## src/rtl/redmule_pkg.sv

```systemverilog
// RedMulE shared types: Z buffer flags and Z buffer control states.
// Imported by the Z buffer control slice.
package redmule_pkg;

    typedef struct packed {
        logic full;
        logic empty;
    } z_buffer_flgs_t;

    typedef enum logic [1:0] {
        FILL,
        FULL,
        DRAIN,
        DONE
    } zbuf_state_e;

endpackage

```

## src/rtl/redmule_zbuf_mem.sv

```systemverilog
// Z buffer storage: flop array, one write port, one registered read port.
// Array contents are not reset; only the read register is.
module redmule_zbuf_mem #(
    parameter int unsigned Width = 8,
    parameter int unsigned RowW  = 64,
    parameter int unsigned AW    = $clog2(Width)
) (
    input  logic            clk_i,
    input  logic            rst_ni,
    input  logic            clear_i,
    input  logic            we_i,
    input  logic [AW-1:0]   waddr_i,
    input  logic [RowW-1:0] wdata_i,
    input  logic            re_i,
    input  logic [AW-1:0]   raddr_i,
    output logic [RowW-1:0] rdata_o
);

    logic [RowW-1:0] mem_q [Width];
    logic [RowW-1:0] rdata_q;

    // Row write from the engine.
    always_ff @(posedge clk_i) begin
        if (we_i) begin
            mem_q[waddr_i] <= wdata_i;
        end
    end

    // Registered read; holds its value when no read is requested.
    always_ff @(posedge clk_i or negedge rst_ni) begin
        if (!rst_ni) begin
            rdata_q <= '0;
        end else if (clear_i) begin
            rdata_q <= '0;
        end else if (re_i) begin
            rdata_q <= mem_q[raddr_i];
        end
    end

    assign rdata_o = rdata_q;

endmodule

```

## src/rtl/redmule_zbuf_ctrl.sv

```systemverilog
// Z output buffer control: fills rows from the engine, then drains the
// tile to the Z streamer over valid/ready and pulses empty when done.
module redmule_zbuf_ctrl
    import redmule_pkg::*;
#(
    parameter int unsigned Width  = 8,
    parameter int unsigned Height = 4,
    parameter int unsigned DW     = 16,
    parameter int unsigned CW     = $clog2(Width + 1)
) (
    input  logic                 clk_i,
    input  logic                 rst_ni,
    input  logic                 clear_i,
    input  logic                 clk_en_i,
    input  logic                 fill_i,
    input  logic [Height*DW-1:0] fill_data_i,
    input  logic [CW-1:0]        rows_i,
    input  logic                 storing_i,
    output logic                 out_valid_o,
    input  logic                 out_ready_i,
    output logic [Height*DW-1:0] out_data_o,
    output logic                 out_last_o,
    output z_buffer_flgs_t       flgs_o,
    output logic                 overflow_o
);

    localparam int unsigned AW   = $clog2(Width);
    localparam int unsigned RowW = Height * DW;

    zbuf_state_e   state_q;
    logic [CW-1:0] wr_cnt_q;
    logic [CW-1:0] rd_cnt_q;
    logic [CW-1:0] lim_q;
    logic          full_q;
    logic          empty_q;
    logic          valid_q;
    logic          last_q;
    logic          ovf_q;

    logic [CW-1:0] rows_eff;
    logic [CW-1:0] lim_cur;
    logic          fill_acc;
    logic          we;
    logic          rd_start;
    logic          rd_adv;
    logic          re;
    logic [AW-1:0] raddr;

    // Out-of-range row counts mean a full tile.
    assign rows_eff = (rows_i == '0 || rows_i > CW'(Width))
                    ? CW'(Width) : rows_i;
    // The first write of a tile sees rows_i directly.
    assign lim_cur  = (wr_cnt_q == '0) ? rows_eff : lim_q;
    assign fill_acc = fill_i & clk_en_i;
    assign we       = fill_acc & (state_q == FILL) & ~clear_i;
    assign rd_start = (state_q == FULL) & storing_i;
    assign rd_adv   = (state_q == DRAIN) & out_ready_i & ~last_q;
    assign re       = rd_start | rd_adv;
    assign raddr    = rd_start ? '0 : AW'(rd_cnt_q + CW'(1));

    redmule_zbuf_mem #(
        .Width (Width),
        .RowW  (RowW)
    ) i_mem (
        .clk_i   (clk_i),
        .rst_ni  (rst_ni),
        .clear_i (clear_i),
        .we_i    (we),
        .waddr_i (wr_cnt_q[AW-1:0]),
        .wdata_i (fill_data_i),
        .re_i    (re),
        .raddr_i (raddr),
        .rdata_o (out_data_o)
    );

    // Tile FSM, counters and registered flags.
    always_ff @(posedge clk_i or negedge rst_ni) begin
        if (!rst_ni) begin
            state_q  <= FILL;
            wr_cnt_q <= '0;
            rd_cnt_q <= '0;
            lim_q    <= '0;
            full_q   <= 1'b0;
            empty_q  <= 1'b0;
            valid_q  <= 1'b0;
            last_q   <= 1'b0;
            ovf_q    <= 1'b0;
        end else if (clear_i) begin
            state_q  <= FILL;
            wr_cnt_q <= '0;
            rd_cnt_q <= '0;
            lim_q    <= '0;
            full_q   <= 1'b0;
            empty_q  <= 1'b0;
            valid_q  <= 1'b0;
            last_q   <= 1'b0;
            ovf_q    <= 1'b0;
        end else begin
            ovf_q <= fill_acc & (state_q != FILL);
            unique case (state_q)
                FILL: begin
                    if (fill_acc) begin
                        wr_cnt_q <= wr_cnt_q + CW'(1);
                        if (wr_cnt_q == '0) begin
                            lim_q <= rows_eff;
                        end
                        if (wr_cnt_q == lim_cur - CW'(1)) begin
                            state_q <= FULL;
                            full_q  <= 1'b1;
                        end
                    end
                end
                FULL: begin
                    if (storing_i) begin
                        state_q  <= DRAIN;
                        rd_cnt_q <= '0;
                        valid_q  <= 1'b1;
                        last_q   <= (lim_q == CW'(1));
                    end
                end
                DRAIN: begin
                    if (out_ready_i) begin
                        if (last_q) begin
                            state_q <= DONE;
                            valid_q <= 1'b0;
                            last_q  <= 1'b0;
                            full_q  <= 1'b0;
                            empty_q <= 1'b1;
                        end else begin
                            rd_cnt_q <= rd_cnt_q + CW'(1);
                            last_q   <= (rd_cnt_q + CW'(1)
                                         == lim_q - CW'(1));
                        end
                    end
                end
                DONE: begin
                    state_q  <= FILL;
                    empty_q  <= 1'b0;
                    wr_cnt_q <= '0;
                    rd_cnt_q <= '0;
                end
            endcase
        end
    end

    assign out_valid_o  = valid_q;
    assign out_last_o   = last_q;
    assign overflow_o   = ovf_q;
    assign flgs_o.full  = full_q;
    assign flgs_o.empty = empty_q;

endmodule

```

## config.mk

```make
export PLATFORM = sky130hd
export DESIGN_NAME = redmule_zbuf_ctrl
export DESIGN_NICKNAME = d
export VERILOG_FILES = /design/src/rtl/redmule_pkg.sv /design/src/rtl/redmule_zbuf_mem.sv /design/src/rtl/redmule_zbuf_ctrl.sv
export SDC_FILE = /design/constraint.sdc
export NUM_CORES = 1
export LEC_CHECK = 0
export CELL_PAD_IN_SITES_DETAIL_PLACEMENT = 0
export CELL_PAD_IN_SITES_GLOBAL_PLACEMENT = 2
export CORE_ASPECT_RATIO = 1.25
export CORE_UTILIZATION = 25
export CTS_CLUSTER_DIAMETER = 150
export DETAILED_ROUTE_END_ITERATION = 6
export PLACE_DENSITY = 0.59
export RECOVER_POWER = 100
export SKIP_CTS_REPAIR_TIMING = 1
export SYNTH_ARGS = -nofsm -noshare
export SYNTH_HDL_FRONTEND = slang
export SYNTH_SLANG_ARGS = --single-unit
export TNS_END_PERCENT = 30
```

## constraint.sdc

```tcl
create_clock -name clk_i -period 11.86 [get_ports clk_i]
set_input_delay 2.372 -clock clk_i [delete_from_list [all_inputs] [get_ports clk_i]]
set_output_delay 2.372 -clock clk_i [all_outputs]
set_load 0.02 [all_outputs]
```

After elaboration in Yosys (flattened, before gate mapping)
Memories as Yosys holds them, arrays and structs flattened. Cells that the tools add are included.

Bits in registers: 83. Bits in writable memories: 512. Input bits: 75. Output and inout bits: 69. Logic and storage cells: 103. Memories: 1.

$add $sub $neg: 4. $lt $le $gt $ge: 1. Equality and inequality tests: 12. Muxes and demuxes: 44. Bitwise gates (word level): 10. Reduce and logical (&&, ||, !) cells: 21.

Memories: i_mem.mem_q (depth 8, bits a word 64, read ports 1, clocked after Yosys merged registers in 0, write ports 1, RTL line redmule_zbuf_mem.sv:19) `logic [RowW-1:0] mem_q [Width];`.

Operator list (number): 64-bit two-way mux (2); 4-bit two-way mux (11); 1-bit two-way mux (17); 3-bit != test (second input constant) (5); 2-bit two-way mux (6); 4-bit one-hot mux with 3 select lines (1); 3-bit nonzero test (4); 5-bit AND reduction (2); 4-bit by 1-bit adder with 4-bit output (second input constant) (2); 4-bit == test (2); 4-bit zero test (2); 1-bit one-hot mux with 2 select lines (4); 2-bit one-hot mux with 4 select lines (1); 4-bit one-hot mux with 2 select lines (1); 4-bit AND reduction (2); 2-bit nonzero test (4); 4-bit by 1-bit subtractor with 4-bit output (second input constant) (2); 1-bit AND (7); 3-bit AND reduction (2); 2-bit == test (second input constant) (2); 4-bit by 1-bit == test with 1-bit output (second input constant) (1); 4-bit > comparator (second input constant) (1); 2-bit AND reduction (2); 4-bit nonzero test (1); other kinds (7) (8).

Longest topological paths before layout
Depth in word-level cells: 10. Depth in mapped cells: 13. Depth with buffers taken out: 12.

Cells and area by module
Synthesis repeated with hierarchy kept, for this count alone.

Cells, all modules: 1275. Area total of the unflattened synthesis: 23526.3 µm².

Modules (own cells, without submodules): redmule_zbuf_mem (instances 1, cells each 1104, area each 22039.9 µm², seq. area each 16976.3 µm²); redmule_zbuf_ctrl (instances 1, cells each 171, area each 1486.4 µm², seq. area each 475.5 µm²).

Least setup slack after synthesis
Ideal clock, no wire load.

Path kind: input to register. From: in fill_i. To: mem i_mem.mem_q[0][0], enable pin. Library setup time: 0.565 ns. Data arrival time: 7.224 ns. Required time: 11.295 ns. Setup slack: 4.071 ns. Stages: 3. Buffers on the path: 0. Cells stage by stage: nand3_1 or3_1 nor3_1.

Longest elaborated chain between the ends: 5.

Ends and longest elaborated chain: start: declaration (RTL line redmule_zbuf_ctrl.sv:15) `input logic fill_i,`; 1-bit AND (RTL line redmule_zbuf_ctrl.sv:54) `assign fill_acc = fill_i & clk_en_i;`; 1-bit AND (2 in a row) (RTL line redmule_zbuf_ctrl.sv:55) `assign we = fill_acc & (state_q == FILL) & ~clear_i;`; 1-bit two-way mux (RTL line redmule_zbuf_mem.sv:24) `if (we_i) begin`; 1-bit two-way mux (not written as such) (RTL line redmule_zbuf_mem.sv:25) `mem_q[waddr_i] <= wdata_i;`; end: declaration (RTL line redmule_zbuf_mem.sv:19).

Every way passes these cells.

Worst setup path in the final report
From: in clear_i. To: mem i_mem.mem_q[3][15], enable pin.

Longest elaborated chain between the ends: 4.

Ends and longest elaborated chain: start: declaration (RTL line redmule_zbuf_ctrl.sv:13) `input logic clear_i,`; 1-bit inverter (RTL line redmule_zbuf_ctrl.sv:55); 1-bit AND (RTL line redmule_zbuf_ctrl.sv:55); 1-bit two-way mux (RTL line redmule_zbuf_mem.sv:24); 1-bit two-way mux (not written as such) (RTL line redmule_zbuf_mem.sv:25).

Every way passes these cells.

==> flow_metrics.py <==
metrics = {
    "global_routing": {
        "grt_max_degree": 103,
        "number_of_antenna_violations_at_the_first_check_in_global_routing": 16,
        "first_global_vias": 14600,
        "wire_length_of_the_first_global_routing_pass_um": 98600,
        "grt_remaining_overflow": 0,
        "grt.total_usage_pct": 14.2,
    },
    "sta": {
        "timing_max_transition_violations_final": 729,
        "hold_slack_ns": 0.514,
        "period_share_pct": 70.8,
        "max_freq_mhz": 119,
        "setup_viol": 0,
        "rsz0062_at_grt": "no",
        "timing_worst_slew_pin_value_ns": 3.89,
        "layout_min_cycle_time_ns": 8.40,
        "post-route-worst-setup-slack_ns": 3.46,
        "worst_slew_margin_rel_pct": -159,
        "final.setup_skew_ns": 0.0261,
        "timing_hold_violations_final": 0,
        "final.setup.tns_ns": 0,
    },
    "power": {
        "seq_power_share_pct": 48.9,
        "power_switching_w": 0.00129,
        "max_vdd_drop_mv": 0.115,
        "switching_share_pct": 26.5,
        "power_density_nw_per_um2": 176,
        "pwr-share-clk_pct": 37.7,
        "cell_internal_pwr_w": 0.00359,
        "leakage_nw": 9.32,
        "combPwrFrac_pct": 13.3,
    },
    "logic_synthesis": {
        "sequential_share_of_the_synthesized_area_pct": 75.1,
        "synthTopCellsByArea": "edfxtp_1 66%, dfrtp_1 8.9%, nand2_1 4.4%",
        "synth_area_per_inst_um2": 14.2,
        "synth_cell_type_count": 46,
        "ys_warn_count": 0,
        "synth_largest_area_cell": "edfxtp_1",
        "yosys_register_bits": 595,
        "synthDominantCellAreaShare_pct": 66.1,
        "synth_enable_flop_cells": 512,
        "synth_cells": 1642,
        "area_of_the_mapped_netlist_um2": 23200,
        "synth-async-reset-ratio_pct": 13.9,
        "mappedNetlistNets": 1727,
        "synth-main-ff-cell": "edfxtp_1",
    },
    "route": {
        "drt_pass1_iterations": 7,
        "routed_vias_inst": 4.77,
        "drt_iter0_markers": 838,
        "post-route-drc-count": 18,
        "num_vias": 14300,
        "route.final.wire_length_um": 67100,
        "drtAntennaViolNets": 0,
        "post_drt_wl_per_cell_um": 22.4,
    },
    "run_status": {
        "violations": "design-rule violations, max-capacitance violations, max-slew violations",
        "run_status": "complete, but fails checks",
    },
    "cts": {
        "worst_setup_hold_path_clk_slew_ns": 0.07,
        "cts-buffers-inserted": 58,
        "clock_insertion_delay_worst_skew_ns": 0.64,
        "clk_root_buffer_cell": "clkbuf_16",
        "clock_tree.buffer_depth": 3,
        "cts_htree_levels": 2,
        "tritoncts": "done",
        "cts.sinks": 595,
    },
    "floorplanning": {
        "dieWidth_um": 275,
        "die_area_um2": 94200,
        "floorplan.core_area_um2": 91800,
        "floorplan.rows": 124,
        "ioPinCount": 144,
        "vertical_die_dimension_um": 343,
        "initial_core_util_pct": 25.3,
    },
    "critical_path": {
        "crit_fanout": 46,
        "worst-endpoint-arrival_ns": 8.56,
        "end_kind": "flop",
        "worst_setup_path_start_kind": "primary input",
        "required_arrival_time_at_the_worst_endpoint_ns": 12.02,
        "slowest_cell_on_the_critical_path": "clkbuf_1",
        "worstPathCellList": "clkbuf_1 -> or3_1 -> nor2_1 -> clkbuf_1",
        "crit_top_cell": "clkbuf_1",
        "timing_worst_setup_path_type": "in2reg",
        "worst_path_largest_cell_delay_ns": 2.34,
    },
    "finish": {
        "layout.cells.most_common_list": "512 x edfxtp_1, 269 x nand2_1, 137 x dlygate4sd3_1",
        "area_growth_from_synthesis_to_layout_pct": 19.2,
        "fin_area_um2": 27700,
        "drive_above_1_share_pct": 6.67,
        "layout_commonest_cell": "edfxtp_1",
        "final_nets": 1836,
        "fillers": 9194,
        "multiInputGateArea_um2": 5230,
        "area.sequential_um2": 17500,
    },
    "place": {
        "place_worst_setup_slack_ns": 5.15,
        "dp_hpwl_um": 35000,
        "port_buffers": 143,
        "dpl-instance-area_um2": 25900,
        "gpl.final_weighted_congestion": 0.701,
    },
    "job": {
        "max-cap-violations": 21,
    },
    "worst_hold_path": {
        "min-delay-path-class": "reg2reg",
    },
}
layer usage:
metal / share of wire (%) / wire [µm] / up-vias / global-route usage, %
met4: 2.1 / 1390 / 8 / 3.81
met1: 43 / 28600 / 7369 / 17.7
met3: 4.6 / 3080 / 96 / 2.45
met5: 0.069 / 46 / - / 0
met2: 51 / 34000 / 284 / 25.0
li1: - / - / 6558 / -
cells by family after synthesis:
kind of cell             synth area share (%)
adder cells (fa/ha/maj)                 0.538
AO/OA/AOI/OAI                            10.1
multiplexers                            0.312
AND/OR/NAND/NOR                          10.9
XOR/XNOR                                0.409
flip-flops                               75.1
buffers and inverters                    2.66
state kept, by name, summed over array words and instances, names as in the netlist:
register,count
i_mem.mem_q,512
i_mem.rdata_o,64
lim_q,4
rd_cnt_q,4
wr_cnt_q,4
state_q,2
empty_q,1
full_q,1
out_last_o,1
out_valid_o,1
overflow_o,1
worst max-delay path, delay by kind of cell:
kind / cells / cell delay [ns]
buffers and inverters: 2 / 3.19
and+or+nand+nor: 2 / 2.94
power by group through the flow:
stage	registers [W]	logic, W	clock network (W)
2_1_floorplan	0.00246	0.000359	0
3_5_place_dp	0.00243	0.000686	0
4_1_cts	0.00239	0.000688	0.00190
6_report	0.00239	0.000651	0.00184
3_3_place_gp	0.00243	0.000679	0
5_1_grt	0.00240	0.000720	0.00197
worst paths after layout:
check / startpoint / to / slack (ns) / cells past startpoint
max: clear_i / i_mem.mem_q[3][15]$_DFFE_PP_ / 3.46 / 4
min: rd_cnt_q[3]$_DFFE_PN0P_ / rd_cnt_q[3]$_DFFE_PN0P_ / 0.51 / 2
max reg2reg: state_q[0]$_DFFE_PN0P_ / i_mem.mem_q[3][15]$_DFFE_PP_ / 5.21 / 6
min reg2reg: rd_cnt_q[3]$_DFFE_PN0P_ / rd_cnt_q[3]$_DFFE_PN0P_ / 0.51 / 2
max in group asynchronous: rst_ni / i_mem.rdata_o[60]$_DFFE_PN0P_ / 4.95 / 2
min in group asynchronous: rst_ni / i_mem.rdata_o[32]$_DFFE_PN0P_ / 2.74 / 1
final cells by class:
type | count | area share (%)
clock inverters | 37 | 1.10
diodes | 3 | 0.0271
inverters | 12 | 0.172
well taps | 1197 | 5.41
multi-input cells | 910 | 18.9
flip-flops and latches | 595 | 63.0
repair buffers | 174 | 5.73
clock buffers | 72 | 5.69
per-stage QoR:
stage          total power (W)  utilization, %  instances
3_5_place_dp           0.00312            28.2       2888
6_report               0.00488            30.2       3000
3_3_place_gp           0.00311            28.2       2888
5_1_grt                0.00508            30.2       2997
2_1_floorplan          0.00282               -       1642
4_1_cts                0.00498            30.3       2997
synthesized netlist by cell type (2+ instances only):
cell and n:
edfxtp_1 512, nand2_1 271, nand3_1 132, nor2_1 89, dfrtp_1 83, nor3_1 71, a211oi_1 69, clkbuf_1 69
a22oi_1 65, a311oi_1 65, a221oi_1 64, buf_2 38, inv_1 11, ha_1 10, o21ai_0 9, a21oi_1 8
buf_1 7, buf_4 7, xnor2_1 7, or3_1 6, mux2i_1 5, nor2b_1 5, a31oi_1 4, buf_6 4
a32oi_1 3, nand2b_1 3, nand4_1 3, mux2_2 2, o21ai_1 2, xor2_1 2
No activity file was read; power rests on OpenSTA's default activity.
